===== config.mk =====
export PLATFORM = sky130hd
export DESIGN_NAME = video_timing_gen
export DESIGN_NICKNAME = d
export VERILOG_FILES = /design/src/rtl/video_timing_gen.sv
export SDC_FILE = /design/constraint.sdc
export NUM_CORES = 1
export LEC_CHECK = 0
export CAP_MARGIN = 30
export CORE_UTILIZATION = 45
export DETAILED_ROUTE_END_ITERATION = 10
export HOLD_SLACK_MARGIN = 0.03
export PLACE_DENSITY = 0.7
export REMOVE_ABC_BUFFERS = 1
export SLEW_MARGIN = 20
export SYNTH_ARGS = -nofsm -noshare
export SYNTH_HDL_FRONTEND = slang
export SYNTH_SLANG_ARGS = --single-unit

===== constraint.sdc =====
create_clock -name clk -period 6.7 [get_ports clk]
set_clock_uncertainty 0.05 [all_clocks]
set_input_delay 0.67 -clock clk [delete_from_list [all_inputs] [get_ports clk]]
set_output_delay 0.67 -clock clk [all_outputs]
set_load 0.01 [all_outputs]

===== src/rtl/video_timing_gen.sv =====
// Raster timing generator: sync, data-enable, coordinates, per-line prefetch
// request and frame pacing, all registered and aligned to the presented (x,y).
module video_timing_gen #(
  parameter int   H_ACTIVE  = 800,
  parameter int   H_FP      = 40,
  parameter int   H_SYNC    = 128,
  parameter int   H_BP      = 88,
  parameter int   V_ACTIVE  = 480,
  parameter int   V_FP      = 1,
  parameter int   V_SYNC    = 3,
  parameter int   V_BP      = 21,
  parameter logic HS_POL    = 1'b0,
  parameter logic VS_POL    = 1'b0,
  parameter int   LINE_LEAD = 16,
  parameter int   CW        = 11
) (
  input  logic          clk,
  input  logic          rst_n,
  input  logic          en,
  output logic          hsync,
  output logic          vsync,
  output logic          de,
  output logic [CW-1:0] x,
  output logic [CW-1:0] y,
  output logic          line_start,
  output logic          frame_start,
  output logic          line_req,
  output logic [CW-1:0] req_y,
  output logic [15:0]   frame_cnt,
  output logic          running
);

  localparam int H_TOTAL    = H_ACTIVE + H_FP + H_SYNC + H_BP;
  localparam int V_TOTAL    = V_ACTIVE + V_FP + V_SYNC + V_BP;
  localparam int H_SYNC_BEG = H_ACTIVE + H_FP;
  localparam int H_SYNC_END = H_SYNC_BEG + H_SYNC;
  localparam int V_SYNC_BEG = V_ACTIVE + V_FP;
  localparam int V_SYNC_END = V_SYNC_BEG + V_SYNC;
  localparam int H_REQ      = H_TOTAL - LINE_LEAD;

  typedef enum logic [1:0] {
    IDLE         = 2'd0,
    RUN          = 2'd1,
    STOP_PENDING = 2'd2
  } state_t;

  state_t        state_q, state_d;
  logic          en_q;
  logic [CW-1:0] h_q, h_d, v_q, v_d;
  logic [CW-1:0] h_adv, v_adv;
  logic          at_h_end, at_v_end;

  logic          hsync_q, hsync_d;
  logic          vsync_q, vsync_d;
  logic          de_q, de_d;
  logic          line_start_q, line_start_d;
  logic          frame_start_q, frame_start_d;
  logic          line_req_q, line_req_d;
  logic [CW-1:0] req_y_q, req_y_d;
  logic [15:0]   frame_cnt_q, frame_cnt_d;
  logic          running_q, running_d;

  int            nh_i, nv_i, nl_i;

  assign at_h_end = (int'(h_q) == H_TOTAL - 1);
  assign at_v_end = (int'(v_q) == V_TOTAL - 1);

  always_comb begin
    h_adv = h_q + CW'(1);
    v_adv = v_q;
    if (at_h_end) begin
      h_adv = '0;
      v_adv = at_v_end ? '0 : v_q + CW'(1);
    end
  end

  // en is registered first, so every decision below uses the previous-edge sample.
  always_comb begin
    state_d = state_q;
    h_d     = h_q;
    v_d     = v_q;
    unique case (state_q)
      IDLE: begin
        h_d = '0;
        v_d = '0;
        if (en_q) state_d = RUN;
      end
      RUN: begin
        h_d     = h_adv;
        v_d     = v_adv;
        state_d = en_q ? RUN : STOP_PENDING;
      end
      STOP_PENDING: begin
        if (at_h_end && at_v_end && !en_q) begin
          state_d = IDLE;
          h_d     = '0;
          v_d     = '0;
        end else begin
          h_d     = h_adv;
          v_d     = v_adv;
          state_d = en_q ? RUN : STOP_PENDING;
        end
      end
      default: begin
        state_d = IDLE;
        h_d     = '0;
        v_d     = '0;
      end
    endcase
  end

  // Outputs are decoded from the next position so they land with x/y.
  always_comb begin
    nh_i      = int'(h_d);
    nv_i      = int'(v_d);
    nl_i      = (nv_i == V_TOTAL - 1) ? 0 : nv_i + 1;
    running_d = (state_d != IDLE);

    de_d          = running_d && (nh_i < H_ACTIVE) && (nv_i < V_ACTIVE);
    hsync_d       = (running_d && nh_i >= H_SYNC_BEG && nh_i < H_SYNC_END) ? HS_POL : ~HS_POL;
    vsync_d       = (running_d && nv_i >= V_SYNC_BEG && nv_i < V_SYNC_END) ? VS_POL : ~VS_POL;
    line_start_d  = running_d && (nh_i == 0) && (nv_i < V_ACTIVE);
    frame_start_d = running_d && (nh_i == 0) && (nv_i == 0);

    // No prefetch of line 0 when the coming frame is going to be skipped.
    line_req_d = running_d && (nh_i == H_REQ) && (nl_i < V_ACTIVE) &&
                 !((nl_i == 0) && (state_d == STOP_PENDING));
    req_y_d    = line_req_d ? CW'(nl_i) : req_y_q;

    frame_cnt_d = frame_cnt_q + (frame_start_d ? 16'd1 : 16'd0);
  end

  always_ff @(posedge clk or negedge rst_n) begin
    if (!rst_n) begin
      state_q       <= IDLE;
      en_q          <= 1'b0;
      h_q           <= '0;
      v_q           <= '0;
      hsync_q       <= ~HS_POL;
      vsync_q       <= ~VS_POL;
      de_q          <= 1'b0;
      line_start_q  <= 1'b0;
      frame_start_q <= 1'b0;
      line_req_q    <= 1'b0;
      req_y_q       <= '0;
      frame_cnt_q   <= 16'd0;
      running_q     <= 1'b0;
    end else begin
      state_q       <= state_d;
      en_q          <= en;
      h_q           <= h_d;
      v_q           <= v_d;
      hsync_q       <= hsync_d;
      vsync_q       <= vsync_d;
      de_q          <= de_d;
      line_start_q  <= line_start_d;
      frame_start_q <= frame_start_d;
      line_req_q    <= line_req_d;
      req_y_q       <= req_y_d;
      frame_cnt_q   <= frame_cnt_d;
      running_q     <= running_d;
    end
  end

  assign hsync       = hsync_q;
  assign vsync       = vsync_q;
  assign de          = de_q;
  assign x           = h_q;
  assign y           = v_q;
  assign line_start  = line_start_q;
  assign frame_start = frame_start_q;
  assign line_req    = line_req_q;
  assign req_y       = req_y_q;
  assign frame_cnt   = frame_cnt_q;
  assign running     = running_q;

endmodule


---- Word-level counts from Yosys, hierarchy flattened ----
Index checks and enable logic that the tools add are counted.
W data, S select, Z words.
word-level totals
  flip-flop bits (word level) ............. 59
  bits of input ports ..................... 3
  output and inout port bits .............. 56
  word-level logic and storage cells ...... 68
operators by class
  add/subtract/negate cells ............... 4
  magnitude comparators ................... 7
  eq/ne operators ......................... 7
  mux-type cells .......................... 15
  reduce and logical (&&, ||, !) cells .... 22
operators by type and width
  operator                 count
  $mux W11                 5
  $pmux W11 S2             2
  $logic_not A32 Y1        1
  $add A11 B1 Y11 const B  2
  $eq A11 B10 Y1 const B   2
  $eq A11 B11 Y1 const B   2
  $logic_not A11 Y1        2
  $lt A11 B10 Y1 const B   2
  $lt A11 B9 Y1 const B    2
  $add A16 B1 Y16          1
  $logic_and A1 B1 Y1      15
  $add A11 B1 Y12 const B  1
  $lt A12 B9 Y1 const B    1
  $mux W12                 1
  $ge A11 B10 Y1 const B   1
  $ge A11 B9 Y1 const B    1
  $mux W2                  3
  $pmux W2 S3              1
  $eq A2 B2 Y1 const B     2
  $mux W1                  3
  $eq A2 B1 Y1 const B     1
  $logic_not A1 Y1         2
  $logic_not A2 Y1         1
  $reduce_bool A2 Y1       1

---- Longest topological paths before layout ----
  depth after elaboration ................. 11
  depth in mapped cells ................... 18
  gate-level depth less buffers ........... 18

---- Worst setup path after synthesis ----
OpenSTA, ideal clock, no wires.
  path kind ............................... reg2reg
  from .................................... reg h_q[5], in the netlist x[5]
  to ...................................... reg req_y_q[1], in the netlist req_y[1]
  setup time .............................. 125 ps
  data arrival time ....................... 4,735 ps
  data required time ...................... 6,525 ps
  path slack .............................. 1,790 ps
  cell stages (with the launch flop) ...... 17
  path buffers ............................ 3
  period minus slack after synthesis ...... 4,910 ps
  path through ............................ dfrtp_1 > buf_6 > or4b_1 > buf_6 > nor3_2 > xnor2_1 > nor2_1 > ha_1 > nand2_1 > mux2_2 > or3_1 > mux2_2 > or4_4 > a2111oi_2 > nand4bb_2 > buf_6 > mux2_4
between the ends
  word-level cells in the longest chain between the ends .. 11
  elaborated cells on any way between the ends .. 25
  those cells by class .................... 2 x add/sub; 1 x order compare; 4 x eq/ne; 9 x mux; 9 x reduce/logical
ends and longest elaborated chain
  element                                                                RTL line  text
  start: declaration                                                     49        logic [CW-1:0] h_q, h_d, v_q, v_d;
  start signal: assignment                                               137       h_q <= '0;
  start signal: assignment                                               151       h_q <= h_d;
  $eq A11 B11 Y1 *                                                       65        assign at_h_end = (int'(h_q) == H_TOTAL - 1);
  $logic_and A1 B1 Y1 (2 in series)                                      94        if (at_h_end && at_v_end && !en_q) begin
  $mux W11                                                               94
  $pmux W11 S2 *                                                         82        unique case (state_q)
  via v_d[0]                                                             49
  $add A11 B1 Y12 or $eq A11 B10 Y1 (tied branches)                      116       nl_i = (nv_i == V_TOTAL - 1) ? 0 : nv_i + 1;
  $mux W12 *                                                             116
  parallel branches: the longest is 4 deep, another holds $lt A12 B9 Y1  n/a
  end signal: assignment                                                 159       req_y_q <= req_y_d;
  end: declaration                                                       59        logic [CW-1:0] req_y_q, req_y_d;
Mark *: on every way through the listed nets, which the timed path passes.
A chain may end at the register's enable or synchronous reset.

---- Final worst setup path ----
  from .................................... reg h_q[5], in the netlist x[5]
  to ...................................... reg req_y_q[0], in the netlist req_y[0]
Same word-level chain as after synthesis.

==> impl_metrics.json <==
{
  "run_status": "finished, final reports clean",
  "cp.arrival_ns": 5.54,
  "syn_area_per_cell_um2": 10.12,
  "rows": 31,
  "die_area_um2": 7954,
  "place.gp.congestion": 0.8455,
  "holdCritPathClass": "input port to asynchronous set/reset pin",
  "ant_nets": 0,
  "vias_per_cell": 5.477,
  "hold_viol_final": 0,
  "tightest_slew_ns": 0.7635,
  "fin_crit_ns": 5.347,
  "post-route-period-util": 0.7981,
  "netlist_area_um2": 3421,
  "grt.total_usage": 0.2195,
  "post_cts_buffers": 0,
  "routedWlPerCell_um": 15.73,
  "die_x_um": 89.19,
  "syn_inst": 338,
  "max_freq_mhz": 187.0,
  "slew_viol_final": 0,
  "grt_util_met1": 0.2891,
  "io_pins": 59,
  "busiest_layer": "met2",
  "grt_pass1_vias": 2585,
  "path_class": "flip-flop to flip-flop",
  "synth-edff-count": 0,
  "worstSetupEndpointType": "flip-flop",
  "drtIter0Drc": 136,
  "route.detailed.drc": 0,
  "core_um2": 7292,
  "peakVddDrop_mv": 0.1026,
  "yosysMostFrequentCell": "dfrtp_1",
  "max_slew_margin": 0.4779,
  "ctsHoldBuffers": 0,
  "cts_root_buf": "clkbuf_8",
  "ys_top_cells_by_area": "dfrtp_1, xnor2_1, ha_1",
  "port_buffers": 58,
  "htreeDepth": 3,
  "cap_violations": 0,
  "fin_nets": 416,
  "cts_tree": "yes",
  "rsz0062_at_grt": "no",
  "required_ns": 6.89,
  "grt_pass1_wl_mm": 12.81,
  "cts_made_buffers": 9,
  "finalSetupViolCount": 0,
  "drt-pass1-iter-count": 4,
  "synth.distinct_cells": 63,
  "path_max_fanout": 11,
  "synth_warnings": 0,
  "synth-async-reset-ratio": 1.000,
  "clk_path_buf_depth": 2,
  "netlist.area_leader.share": 0.4170,
  "cts.clk_slew.worst_paths_ns": 0.07,
  "tns_ns": 0,
  "fp.dieH_um": 89.19,
  "synth_seq_cells": 59,
  "area_delta_synth_final_pct": 24.73,
  "nFillCells": 658,
  "num_vias": 2766,
  "dpl.hpwl_mm": 6.004,
  "p_per_area_nw_per_um2": 249.1,
  "drive_gt1_frac": 0.1305,
  "cts_resized": 0,
  "clk-insertion-delay-late_ns": 0.35,
  "yosysTopAreaCell": "dfrtp_1",
  "postRouteWirelength_mm": 7.942,
  "antenna_cells": 0,
  "yosysSeqAreaShare": 0.4323,
  "rrSetupSlack_ns": 1.35,
  "cp-start-kind": "flip-flop",
  "p_leak_nw": 1.754,
  "numClockSinks": 59,
  "start_util": 0.4691,
  "met3_usage": 0.04063,
  "ys.flop_type": "dfrtp_1",
  "grt_max_degree": 60,
  "antenna_found_initial": 0,
  "ys_top_cells_by_count": "dfrtp_1, xnor2_1, nand2_1, nor2_1, inv_1",
  "grtUsageMet2": 0.3525,
  "hold_slack_ns": 0.3912,
  "grt_overflow": 0
}
==> metal layers <==
layer,wire (um),vias up
met5,0,-
met4,197,0
met3,378,23
met2,3775,84
met1,3590,1325
li1,-,1334
==> through the flow <==
stage | utilization | setup slack [ns] | power (mW) | instances | instance area (um^2)
floorplan | - | 1.739 | 0.6199 | 330 | 3367
CTS | 0.5851 | 1.349 | 1.069 | 505 | 4267
global route | 0.5851 | 0.9904 | 1.131 | 505 | 4267
finish | 0.5851 | 1.353 | 1.063 | 505 | 4267
detailed placement | 0.5597 | 1.363 | 0.7653 | 489 | 4081
global placement | 0.5597 | 1.486 | 0.7560 | 489 | 4081
==> final timing paths <==
check | startpoint | end | cells past startpoint
max | x[5] | req_y[0] | 13
min | rst_n | frame_cnt[15] | 2
max reg2reg | x[5] | req_y[0] | 13
min reg2reg | frame_cnt[15] | frame_cnt[15] | 1
max in group asynchronous | rst_n | y[6] | 2
min in group clk | frame_cnt[15] | frame_cnt[15] | 1
==> registers in the layout, indices dropped and copies added, names as in the netlist <==
name / cells
hsync: 1
running: 1
line_req: 1
state_q: 2
frame_start: 1
vsync: 1
y: 11
en_q: 1
frame_cnt: 16
x: 11
de: 1
req_y: 11
line_start: 1
==> power by group <==
group | switching, mW | leakage [nW] | internal, mW
Combinational | 0.183 | 0.870 | 0.139
Clock | 0.158 | 0.0933 | 0.147
Sequential | 0.0356 | 0.791 | 0.401
==> placed cells by master, fill, tap and decap left out, drive strengths merged, types with 3 or more instances in the layout <==
master         instances
a21oi                 10
and2                   7
and3                   6
buf                    3
clkbuf                10
clkdlybuf4s50         57
clkinv                 3
dfrtp                 57
ha                    12
inv                   20
mux2                   9
nand2                 28
nand2b                 6
nand3                 11
nand4                 14
nor2                  28
nor3                   6
nor4                  12
o21a                   3
o21ai                  6
o2bb2ai                5
o31ai                  4
or2                    4
or3                    6
or3b                   3
or4                    5
or4b                   3
xnor2                 30
xor2                  10
==> layout make-up <==
cell class	count	area, um^2	share of cell area
Clock buffer	10	137.6	0.03226
Clock inverter	6	47.55	0.01114
Inverter	18	67.56	0.01584
Multi-Input combinational cell	253	1821	0.4267
Sequential cell	59	1479	0.3466
Tap cell	99	123.9	0.02903
Timing Repair Buffer	60	590.6	0.1384
==> cells by family after synthesis <==
logic type	Yosys count	synth area share
buf+inv	26	0.03547
xor+xnor	40	0.1079
flops	59	0.4323
mux	10	0.03584
compound gates	41	0.08633
fa+ha+maj	12	0.04389
simple gates	150	0.2582
==> worst max-delay path: stages, from the launching register on <==
cell,delay (ns)
dfrtp_1,0.51
or4b_1,0.73
nor3_2,0.52
xnor2_1,0.12
nor2_1,0.30
ha_1,0.31
nand2_1,0.07
mux2_2,0.30
or3_1,0.39
mux2_2,0.31
or4_4,0.51
a2111oi_2,0.38
nand4bb_2,0.37
mux2_2,0.37
(Power assumes the default switching activity.)
